<file path="src/rtl/bcd_counter.sv">
// bcd_counter: NUM_DIGITS-decade BCD up/down counter with synchronous
// parallel load (nibbles above 9 are replaced by 0 and flagged on load_err),
// count enable / carry-in, a combinational cascade carry/borrow output and
// a sticky wrap flag.
//
// Optional build macro: BCD_COUNTER_SAT_EN
//   undefined (default): a count step at the terminal value wraps around
//                        (9..9 -> 0..0 up, 0..0 -> 9..9 down).
//   defined:             a count step at the terminal value leaves digits
//                        unchanged; wrapped then marks a saturation hit.
//
// Cascade: c_in of an upper instance is driven by c_out of the lower one.
// c_out is high in the very cycle the lower instance is about to wrap, so
// both instances update on the same clock edge. Both instances should
// share up_dn.
//
// No FSM and no valid/ready handshake live here. Observable state is
// digits, wrapped and load_err, all registered.
module bcd_counter #(
    parameter int                      NUM_DIGITS = 4,
    parameter logic [4*NUM_DIGITS-1:0] RST_VAL    = '0
) (
    input  logic                      clk,
    input  logic                      reset_n,
    input  logic                      c_in,
    input  logic                      up_dn,
    input  logic                      load,
    input  logic [4*NUM_DIGITS-1:0]   load_val,
    input  logic                      clr_wrap,
    output logic [4*NUM_DIGITS-1:0]   digits,
    output logic                      c_out,
    output logic                      wrapped,
    output logic                      load_err
);

    localparam int W = 4 * NUM_DIGITS;

    // Value every digit must hold for the digit above it to step:
    // 9 when counting up, 0 when counting down.
    logic [3:0]            term_digit;
    // step_en[i] is high when digit i steps on a count cycle;
    // step_en[NUM_DIGITS] is high when the whole count sits at the terminal value.
    logic [NUM_DIGITS:0]   step_en;
    logic                  at_term;
    logic [W-1:0]          count_val;
    logic [W-1:0]          load_clean;
    logic                  load_bad;
    logic                  wrap_evt;
    logic [W-1:0]          digits_next;
    logic                  wrapped_next;
    logic                  load_err_next;

    // Sanitise the load value: any nibble above 9 becomes 0 and is flagged.
    always_comb begin
        load_clean = '0;
        load_bad   = 1'b0;
        for (int i = 0; i < NUM_DIGITS; i++) begin
            if (load_val[4*i +: 4] > 4'd9) begin
                load_bad = 1'b1;
            end else begin
                load_clean[4*i +: 4] = load_val[4*i +: 4];
            end
        end
    end

    // Ripple enable chain: a digit steps when every lower digit is terminal.
    always_comb begin
        term_digit = up_dn ? 4'd9 : 4'd0;
        step_en    = '0;
        step_en[0] = 1'b1;
        for (int i = 0; i < NUM_DIGITS; i++) begin
            step_en[i+1] = step_en[i] & (digits[4*i +: 4] == term_digit);
        end
        at_term = step_en[NUM_DIGITS];
    end

    // Candidate value for a count cycle: each enabled digit steps by one
    // with decade roll-over, the rest hold.
    always_comb begin
        count_val = digits;
        for (int i = 0; i < NUM_DIGITS; i++) begin
            if (step_en[i]) begin
                if (up_dn) begin
                    count_val[4*i +: 4] = (digits[4*i +: 4] == 4'd9) ? 4'd0
                                                                     : digits[4*i +: 4] + 4'd1;
                end else begin
                    count_val[4*i +: 4] = (digits[4*i +: 4] == 4'd0) ? 4'd9
                                                                     : digits[4*i +: 4] - 4'd1;
                end
            end
        end
`ifdef BCD_COUNTER_SAT_EN
        // Saturating build: a step at the terminal value changes nothing.
        if (at_term) begin
            count_val = digits;
        end
`endif
    end

    // Cascade output: zero latency so the next instance steps on the same edge.
    assign c_out    = reset_n & ~load & c_in & at_term;

    // A wrap (or saturation hit) is a count cycle taken at the terminal value.
    assign wrap_evt = ~load & c_in & at_term;

    // Next-state selection: load beats count beats hold; a wrap beats clr_wrap.
    always_comb begin
        digits_next   = digits;
        wrapped_next  = wrapped;
        load_err_next = 1'b0;
        if (load) begin
            digits_next   = load_clean;
            load_err_next = load_bad;
        end else if (c_in) begin
            digits_next   = count_val;
        end
        if (wrap_evt) begin
            wrapped_next = 1'b1;
        end else if (clr_wrap) begin
            wrapped_next = 1'b0;
        end
    end

    // State register with synchronous active-low reset taking top priority.
    always_ff @(posedge clk) begin
        if (!reset_n) begin
            digits   <= RST_VAL;
            wrapped  <= 1'b0;
            load_err <= 1'b0;
        end else begin
            digits   <= digits_next;
            wrapped  <= wrapped_next;
            load_err <= load_err_next;
        end
    end

endmodule
</file>
<file path="config.mk">
export PLATFORM = sky130hd
export DESIGN_NAME = bcd_counter
export DESIGN_NICKNAME = d
export VERILOG_FILES = /design/src/rtl/bcd_counter.sv
export SDC_FILE = /design/constraint.sdc
export NUM_CORES = 1
export LEC_CHECK = 0
export CORE_MARGIN = 5
export CORE_UTILIZATION = 45
export CTS_CLUSTER_SIZE = 16
export DETAILED_ROUTE_END_ITERATION = 8
export PLACE_DENSITY = 0.87
export SETUP_SLACK_MARGIN = 0.15
export SYNTH_ARGS = -nofsm -noshare
export SYNTH_HDL_FRONTEND = slang
export SYNTH_SLANG_ARGS = --single-unit
</file>
<file path="constraint.sdc">
create_clock -name clk -period 2 [get_ports clk]
set_input_delay 0.2 -clock clk [delete_from_list [all_inputs] [get_ports clk]]
set_output_delay 0.2 -clock clk [all_outputs]
set_load 0.01 [all_outputs]
</file>
=== Word-level counts from Yosys, hierarchy flattened ===
Cells that the tools add are included.

* Bits in registers: 18
* Input bits: 22
* Output and inout port bits: 19
* Logic and storage cells: 76

* Add/sub/neg operators: 8
* $lt $le $gt $ge: 4
* Equality and inequality tests: 8
* Mux-type cells: 28
* Bitwise gates (word level): 9
* Reductions and logical operators: 13

{| class="wikitable"
|+ Operator list
! operator !! count
|-
| 4-bit 2-to-1 mux || 20
|-
| 16-bit 2-to-1 mux || 2
|-
| 4-bit by 1-bit adder with 4-bit output (second input constant) || 4
|-
| 4-bit equality test || 4
|-
| 4-bit equality test (second input constant) || 4
|-
| 4-bit greater-than comparator (second input constant) || 4
|-
| 4-bit logical NOT || 4
|-
| 4-bit by 1-bit subtractor with 4-bit output (second input constant) || 4
|-
| 2-bit nonzero test || 5
|-
| 1-bit bitwise AND || 8
|-
| 2-bit AND reduction || 4
|-
| 1-bit 2-to-1 mux || 6
|-
| 1-bit inverter || 1
|}

=== Longest topological paths before layout ===
Gate-level depths: netlist (run 1).

* Word-level depth: 7
* Mapped depth: 7
* Gate-level depth less buffers: 5

=== Least setup slack after synthesis (run 1) ===
No wires, ideal clock.

* Kind: reg2reg
* Start point: register digits[0]
* End point: register digits[11]
* Library setup time: 0.122 ns
* Arrival time: 1.800 ns
* Path slack: 0.078 ns
* Stages on the path, launching flop included: 7
* Period minus slack after synthesis: 1.922 ns
* Cells stage by stage: dfxtp_1 > buf_2 > and3_1 > o211ai_2 > buf_2 > or3_2 > a221o_1

* Longest elaborated chain between the ends: 4

{| class="wikitable"
|+ Ends and longest elaborated chain
! what !! line !! source
|-
| start, declared || 30 || <nowiki>output logic [4*NUM_DIGITS-1:0] digits,</nowiki>
|-
| start signal, assigned || 131 || <nowiki>digits <= digits_next;</nowiki>
|-
| 4-bit equality test || 72 || <nowiki>step_en[i+1] = step_en[i] & (digits[4*i +: 4] == term_digit);</nowiki>
|-
| 1-bit bitwise AND || 72 ||
|-
| 2-bit nonzero test (no source line) || -- ||
|-
| 2-bit AND reduction (no source line) || -- ||
|}

Every way passes these cells.
A chain may end at the register's enable or synchronous reset.

=== Worst setup path in the final report (run 1) ===
* Start point: register digits[7]
* End point: register digits[9]

The elaborated chain is that of the path after synthesis.

==> reports/results.txt, run 1 <==
CORE AREA: 3310 µm²
Vias: 1,764
Slew Viols, Final: 0
Remaining antenna violation count: 0
Req. time, crit path: 2250 ps
Slew headroom: 72.1%
Status: finished, final reports clean
Vias per cell: 5.65
Post-synth top area cell: dfxtp_1
Worst-Skew Late Latency: 300 ps
I/O Buffers: 40
Max IR drop VDD: 0.000289 V
Ys async rst share: 0%
DRC violations left: 0
Top cell type's share of synthesized area: 23.6%
RSZ-0062 raised after global routing: yes
Synth cell types: 52
Ys flop type: dfxtp_1
GP Congestion: 0.844
Wirelength per Cell: 14.0 µm
Hold Path Class: in2reg
Top-count cell post-synth: nand2_1
Setup tns final: 0 ps
Yosys warns: 0
Clock-pin slew on the worst setup and hold paths: 110 ps
Cts bufs inserted: 3
CTS tree: done
Power per Cell Area: 466 nW/µm²
Ant diodes: 0
Most area-consuming cells after synthesis: dfxtp_1, o21ai_0, nand2_1, a21oi_1, nor3_1
FILL cells: 296
IO Count: 41
WP data arrival: 2140 ps
Skew final: 5.15 ps
Final setup viols: 0
Largest net degree at the start of global routing: 15
Crit-path max FO: 4
Vias in the first global route: 1,620
Crit share post-route: 94.8%
Post-Syn Instances: 213
Syn Nets: 235
Hpwl dp: 3270 µm
Hold Violations, Final: 0
Effective utilization at floorplan: 46.1%
Ratio of cells with drive above 1 in the final layout: 19.5%
Syn-to-layout area delta: 42.0%
Die Y: 68.2 µm
Total grt overflow: 0
Synth Register Bits: 18
Initial antenna violation count: 0
Nature of the critical path endpoint: flip-flop
FF+latch area: 365 µm²
H-tree levels: 1
Crit Path Class: reg2reg
Slew @ Worst Pin: 414 ps
Commonest cells post-synth: nand2_1, dfxtp_1, nor2_1, o21ai_0
Root buf cell: clkbuf_4
Multi-input logic area: 1040 µm²
Die X: 68.2 µm
Mapped Avg Cell Area: 7.17 µm²
LEAKAGE: 0.789 nW
Cell Area, Synth: 1530 µm²
GRT Total Usage: 20.2%
Post-layout util: 65.5%
1st-iter DRT viols: 140
Hold-fix buffers at CTS: 0
Die ar.: 4660 µm²
Maximum clock frequency: 527 MHz
Global-route wire length before repair: 7220 µm
Clock Path Buffers: 2
# rows: 21
Max-cap viol count: 0
Final wirelength: 4370 µm
Nets: 289
TritonCTS Sinks: 18
EDFF count, synth: 0
Register area share after synthesis: 23.6%
First-pass DRT Iterations: 4
Fin crit period: 1900 ps
CP Launch Type: flip-flop
[layout make-up]
class	count	area share, %
multi-input combinational	163	48.0
timing repair buffer	71	29.1
sequential	18	16.8
tap	46	2.65
inverter	10	1.73
clock buffer	4	1.67
[layout by cell type (no fill, tap or decap), types with 7 or more instances in the layout]
cell type        count
buf_4               30
inv_1               10
nand3_1              7
xnor2_1              7
nor3_1              11
o21ai_0             16
dfxtp_1             14
a21oi_1             13
clkdlybuf4s50_1     38
nand2_1             20
nor2_1              16
[repair_timing]
item | in CTS | in global routing
pin swaps | 5 | 1
buffers inserted | 0 | 1
gates resized for setup | 11 | 1
setup endpoints to repair | 4 | 3
[path summary, 6_finish.rpt]
check            start        end  slack, ps  cells past startpoint
min reg2reg    wrapped    wrapped        520                      2
max reg2reg  digits[7]  digits[9]        100                      7
max          digits[7]  digits[9]        100                      7
min           clr_wrap    wrapped        480                      4
[report_power, final]
group,switching (W),internal [W],leakage (nW)
combinational,0.000187,0.000193,0.619
clock,0.000125,0.000111,0.0210
sequential,0.0000149,0.000380,0.149
total,0.000327,0.000684,0.789
[cells by family after synthesis]
kind of cell | count (synthesis) | synth area share, %
and+or+nand+nor | 79 | 26.6
DFF | 18 | 23.6
muxes | 5 | 3.28
buffers and inverters | 32 | 10.0
AOI/OAI and AO/OA | 69 | 30.7
xor gates and xnor gates | 10 | 5.74
[per-layer routing]
layer  GRT usage [%]  wire, µm  share of wire (%)  vias to the layer above
met4            5.71        48                1.1                        0
met5               0         0                  0                        -
li1                -         -                  -                      881
met2            35.0      2140                 49                       62
met3            3.12       286                6.5                        7
met1            25.6      1900                 43                      814
[flip-flops by register name (all words and copies together) (netlist names)]
signal	count
load_err	1
wrapped	1
digits	16
[metrics by stage]
| step | hold WS, ps | instance area, µm² | cells | worst slack, ps | total power (W) |
|---|---|---|---|---|---|
| 2_1_floorplan | 308 | 1550 | 213 | 149 | 0.000614 |
| 3_3_place_gp | 477 | 2100 | 307 | -390 | 0.000761 |
| 3_5_place_dp | 480 | 2100 | 307 | -407 | 0.000771 |
| 4_1_cts | 484 | 2160 | 311 | 88.1 | 0.00101 |
| 5_1_grt | 477 | 2170 | 312 | 27.5 | 0.00107 |
| 6_report | 483 | 2170 | 312 | 104 | 0.00101 |
[critical path: stages, from the launching register on]
cell     delay, ps
dfxtp_2        340
or3_1          360
a21o_1         200
buf_4          140
buf_6          120
or3_4          330
o31a_1         250
o21ai_1        110
(Power assumes the default switching activity.)
==> run 2: changes to the inputs <==
Settings changed: CTS_BUF_LIST set to sky130_fd_sc_hd__clkbuf_4.
==> run 2 against run 1 <==
  * Utilization is 0.30 points lower
  * Via count is 0.68% higher
  * Cell area is 0.46% lower
  * Non-clock buffer count stayed put
  * Critical endpoint unchanged
  * Fmax is 0.73% lower
  * Worst setup slack worse by 14 ps
  * Register-to-register slack hardly changed
  * Flip-flop and latch count stayed put
  * Count of clock-buffer cells in the layout is 1 lower
  * Clock power is 15% lower
  * Combinational power hardly changed
  * Largest power group unchanged
  * Global-route usage stayed put
==> reports/results.txt, run 2 (synthesized netlist as in run 1, its figures left out) <==
Status: finished, final reports clean (unchanged)
Most frequent cells in the layout: clkdlybuf4s50_1, buf_4, nand2_1 (unchanged)
Die ar.: 4660 µm² (unchanged)
Largest net degree at the start of global routing: 15 (unchanged)
First-pass DRT Iterations: 4 (unchanged)
Clock Path Buffers: 2 (unchanged)
Total grt overflow: 0 (unchanged)
Hold Path Origin: load_val[9] (was clr_wrap)
LEAKAGE: 0.784 nW (was 0.789 nW)
Worst-Skew Late Latency: 300 ps (about the same)
RSZ-0062 raised after global routing: yes (unchanged)
Buf/Inv on CP: 2 (unchanged)
TritonCTS Sinks: 18 (unchanged)
Max IR drop VDD: 0.000293 V (was 0.000289 V)
Logic pwr share: 39.0% (was 37.6%)
# rows: 21 (unchanged)
Slew Viols, Final: 0 (unchanged)
Initial antenna violation count: 0 (unchanged)
CORE AREA: 3310 µm² (unchanged)
Reg with most FFs: digits (unchanged)
CP Launch Type: flip-flop (unchanged)
Final setup viols: 0 (unchanged)
Skew final: 4.44 ps (was 5.15 ps)
Die X: 68.2 µm (unchanged)
Worst hold slack: 483 ps (about the same)
Clock-pin slew on the worst setup and hold paths: 120 ps (was 110 ps)
Wirelength per Cell: 14.1 µm (was 14.0 µm)
1st-iter DRT viols: 122 (was 140)
Top flop regs: digits: 16 flops, load_err: 1 flops, wrapped: 1 flops (unchanged)
Clock network power share: 20.6% (was 23.3%)
R2R setup slack: 90 ps (was 100 ps)
Hold Violations, Final: 0 (unchanged)
Family with the most delay on the worst path: simple AND/OR/NAND/NOR gates (unchanged)
H-tree levels: 1 (unchanged)
Vias per cell: 5.69 (was 5.65)
Power Internal: 0.000646 W (was 0.000684 W)
Max-cap viol count: 0 (unchanged)
Most common cell after layout, fill and taps aside: clkdlybuf4s50_1 (unchanged)
Hold Path Class: in2reg (unchanged)
IO Count: 41 (unchanged)
Placed Area: 2100 µm² (unchanged)
Slew headroom: 72.1% (about the same)
Sequential Power Share: 40.4% (was 39.0%)
Effective utilization at floorplan: 46.1% (unchanged)
Syn-to-layout area delta: 41.4% (was 42.0%)
Crit-path max FO: 4 (unchanged)
Sw Pwr: 0.000331 W (was 0.000327 W)
Ratio of cells with drive above 1 in the final layout: 19.2% (was 19.5%)
Fin crit period: 1910 ps (was 1900 ps)
Reg2reg start: digits[7] (unchanged)
GRT Total Usage: 20.2% (unchanged)
Max reg flops: 16 (unchanged)
Remaining antenna violation count: 0 (unchanged)
Cts bufs inserted: 3 (unchanged)
CTS tree: done (unchanged)
Global-route wire length before repair: 7220 µm (unchanged)
FILL cells: 296 (unchanged)
Worst Reg-to-Reg Cells: 7 (unchanged)
Hold depth: 3 (was 4)
DRC violations left: 0 (unchanged)
Die Y: 68.2 µm (unchanged)
Vias in the first global route: 1,619 (was 1,620)
Maximum clock frequency: 523 MHz (was 527 MHz)
Final wirelength: 4390 µm (was 4370 µm)
GP Congestion: 0.844 (unchanged)
FF-to-FF End: digits[9] (unchanged)
Vias: 1,776 (was 1,764)
Worst-path cell chain: or3_1, a21o_1, buf_4, buf_6, or3_4, o31a_1, o21ai_1 (unchanged)
Slowest-stage cell, CP: or3_1 (unchanged)
WP data arrival: 2160 ps (was 2140 ps)
I/O Buffers: 40 (unchanged)
Nets: 289 (unchanged)
Fin area: 2160 µm² (was 2170 µm²)
Ant diodes: 0 (unchanged)
Slew @ Worst Pin: 414 ps (about the same)
Hold endpoint: digits[9] (was wrapped)
Root buf cell: clkbuf_4 (unchanged)
Total power: 0.000977 W (was 0.00101 W)
Req. time, crit path: 2250 ps (about the same)
Nature of the critical path endpoint: flip-flop (unchanged)
Crit share post-route: 95.5% (was 94.8%)
Crit Path Class: reg2reg (unchanged)
Crit path largest cell delay: 360 ps (about the same)
Hold-fix buffers at CTS: 0 (unchanged)
Switching Share: 33.9% (was 32.3%)
Hpwl dp: 3270 µm (unchanged)
Power per Cell Area: 453 nW/µm² (was 466 nW/µm²)
run 2: layer usage:
| layer | GRT usage [%] | up-vias | part of all wire [%] |
|---|---|---|---|
| met1 | 25.6 | 828 | 44 |
| met2 | 35.0 | 60 | 49 |
| met3 | 3.12 | 9 | 5.9 |
| li1 | - | 879 | - |
| met4 | 5.71 | 0 | 1.1 |
| met5 | 0 | - | 0 |
run 2: cell type report:
| class | count | area [µm²] | share of cell area, % |
|---|---|---|---|
| clock buffer | 3 | 22.5 | 1.04 |
| clock inverter | 1 | 3.75 | 0.174 |
| inverter | 10 | 37.5 | 1.74 |
| multi-input combinational | 163 | 1040 | 48.2 |
| sequential | 18 | 365 | 16.9 |
| tap | 46 | 57.6 | 2.67 |
| timing repair buffer | 71 | 631 | 29.2 |
run 2: timing repair:
action / in CTS / in global routing
setup endpoints to repair: 4 / 3
buffers inserted: 0 / 1
pin swaps: 5 / 1
endpoints found under the hold margin: 0 / 0
gates resized for setup: 11 / 1
run 2: worst register-to-register path, cell delays in order, from the launching register on:
cell,delay [ps]
dfxtp_2,340
or3_1,360
a21o_1,200
buf_4,150
buf_6,120
or3_4,330
o31a_1,250
o21ai_1,110
run 2: power by group through the flow:
stage / Clock, W / Sequential [W] / Combinational [W]
floorplan: 0 / 0.000412 / 0.000202
global placement: 0 / 0.000401 / 0.000359
detailed placement: 0 / 0.000402 / 0.000369
CTS: 0.000198 / 0.000394 / 0.000376
global route: 0.000216 / 0.000397 / 0.000417
finish: 0.000201 / 0.000394 / 0.000382
run 2: how the worst max path moves through the flow:
stage | cells after the start | slack, ps | to | startpoint
4_1_cts | 6 | 100 | c_out | digits[7]
2_1_floorplan | 6 | 150 | digits[9] | digits[4]
3_3_place_gp | 7 | -390 | c_out | up_dn
6_report | 7 | 90 | digits[9] | digits[7]
5_1_grt | 6 | 30 | c_out | digits[7]
3_5_place_dp | 7 | -410 | c_out | up_dn
run 2: stage by stage:
stage	setup TNS [ps]	utilization (%)	std cells	setup WS [ps]
CTS	0	64.8	311	96.2
global placement	-1220	63.5	307	-390
floorplan	0	-	213	149
detailed placement	-1650	63.5	307	-407
global route	0	65.2	312	26.6
finish	0	65.2	312	89.6
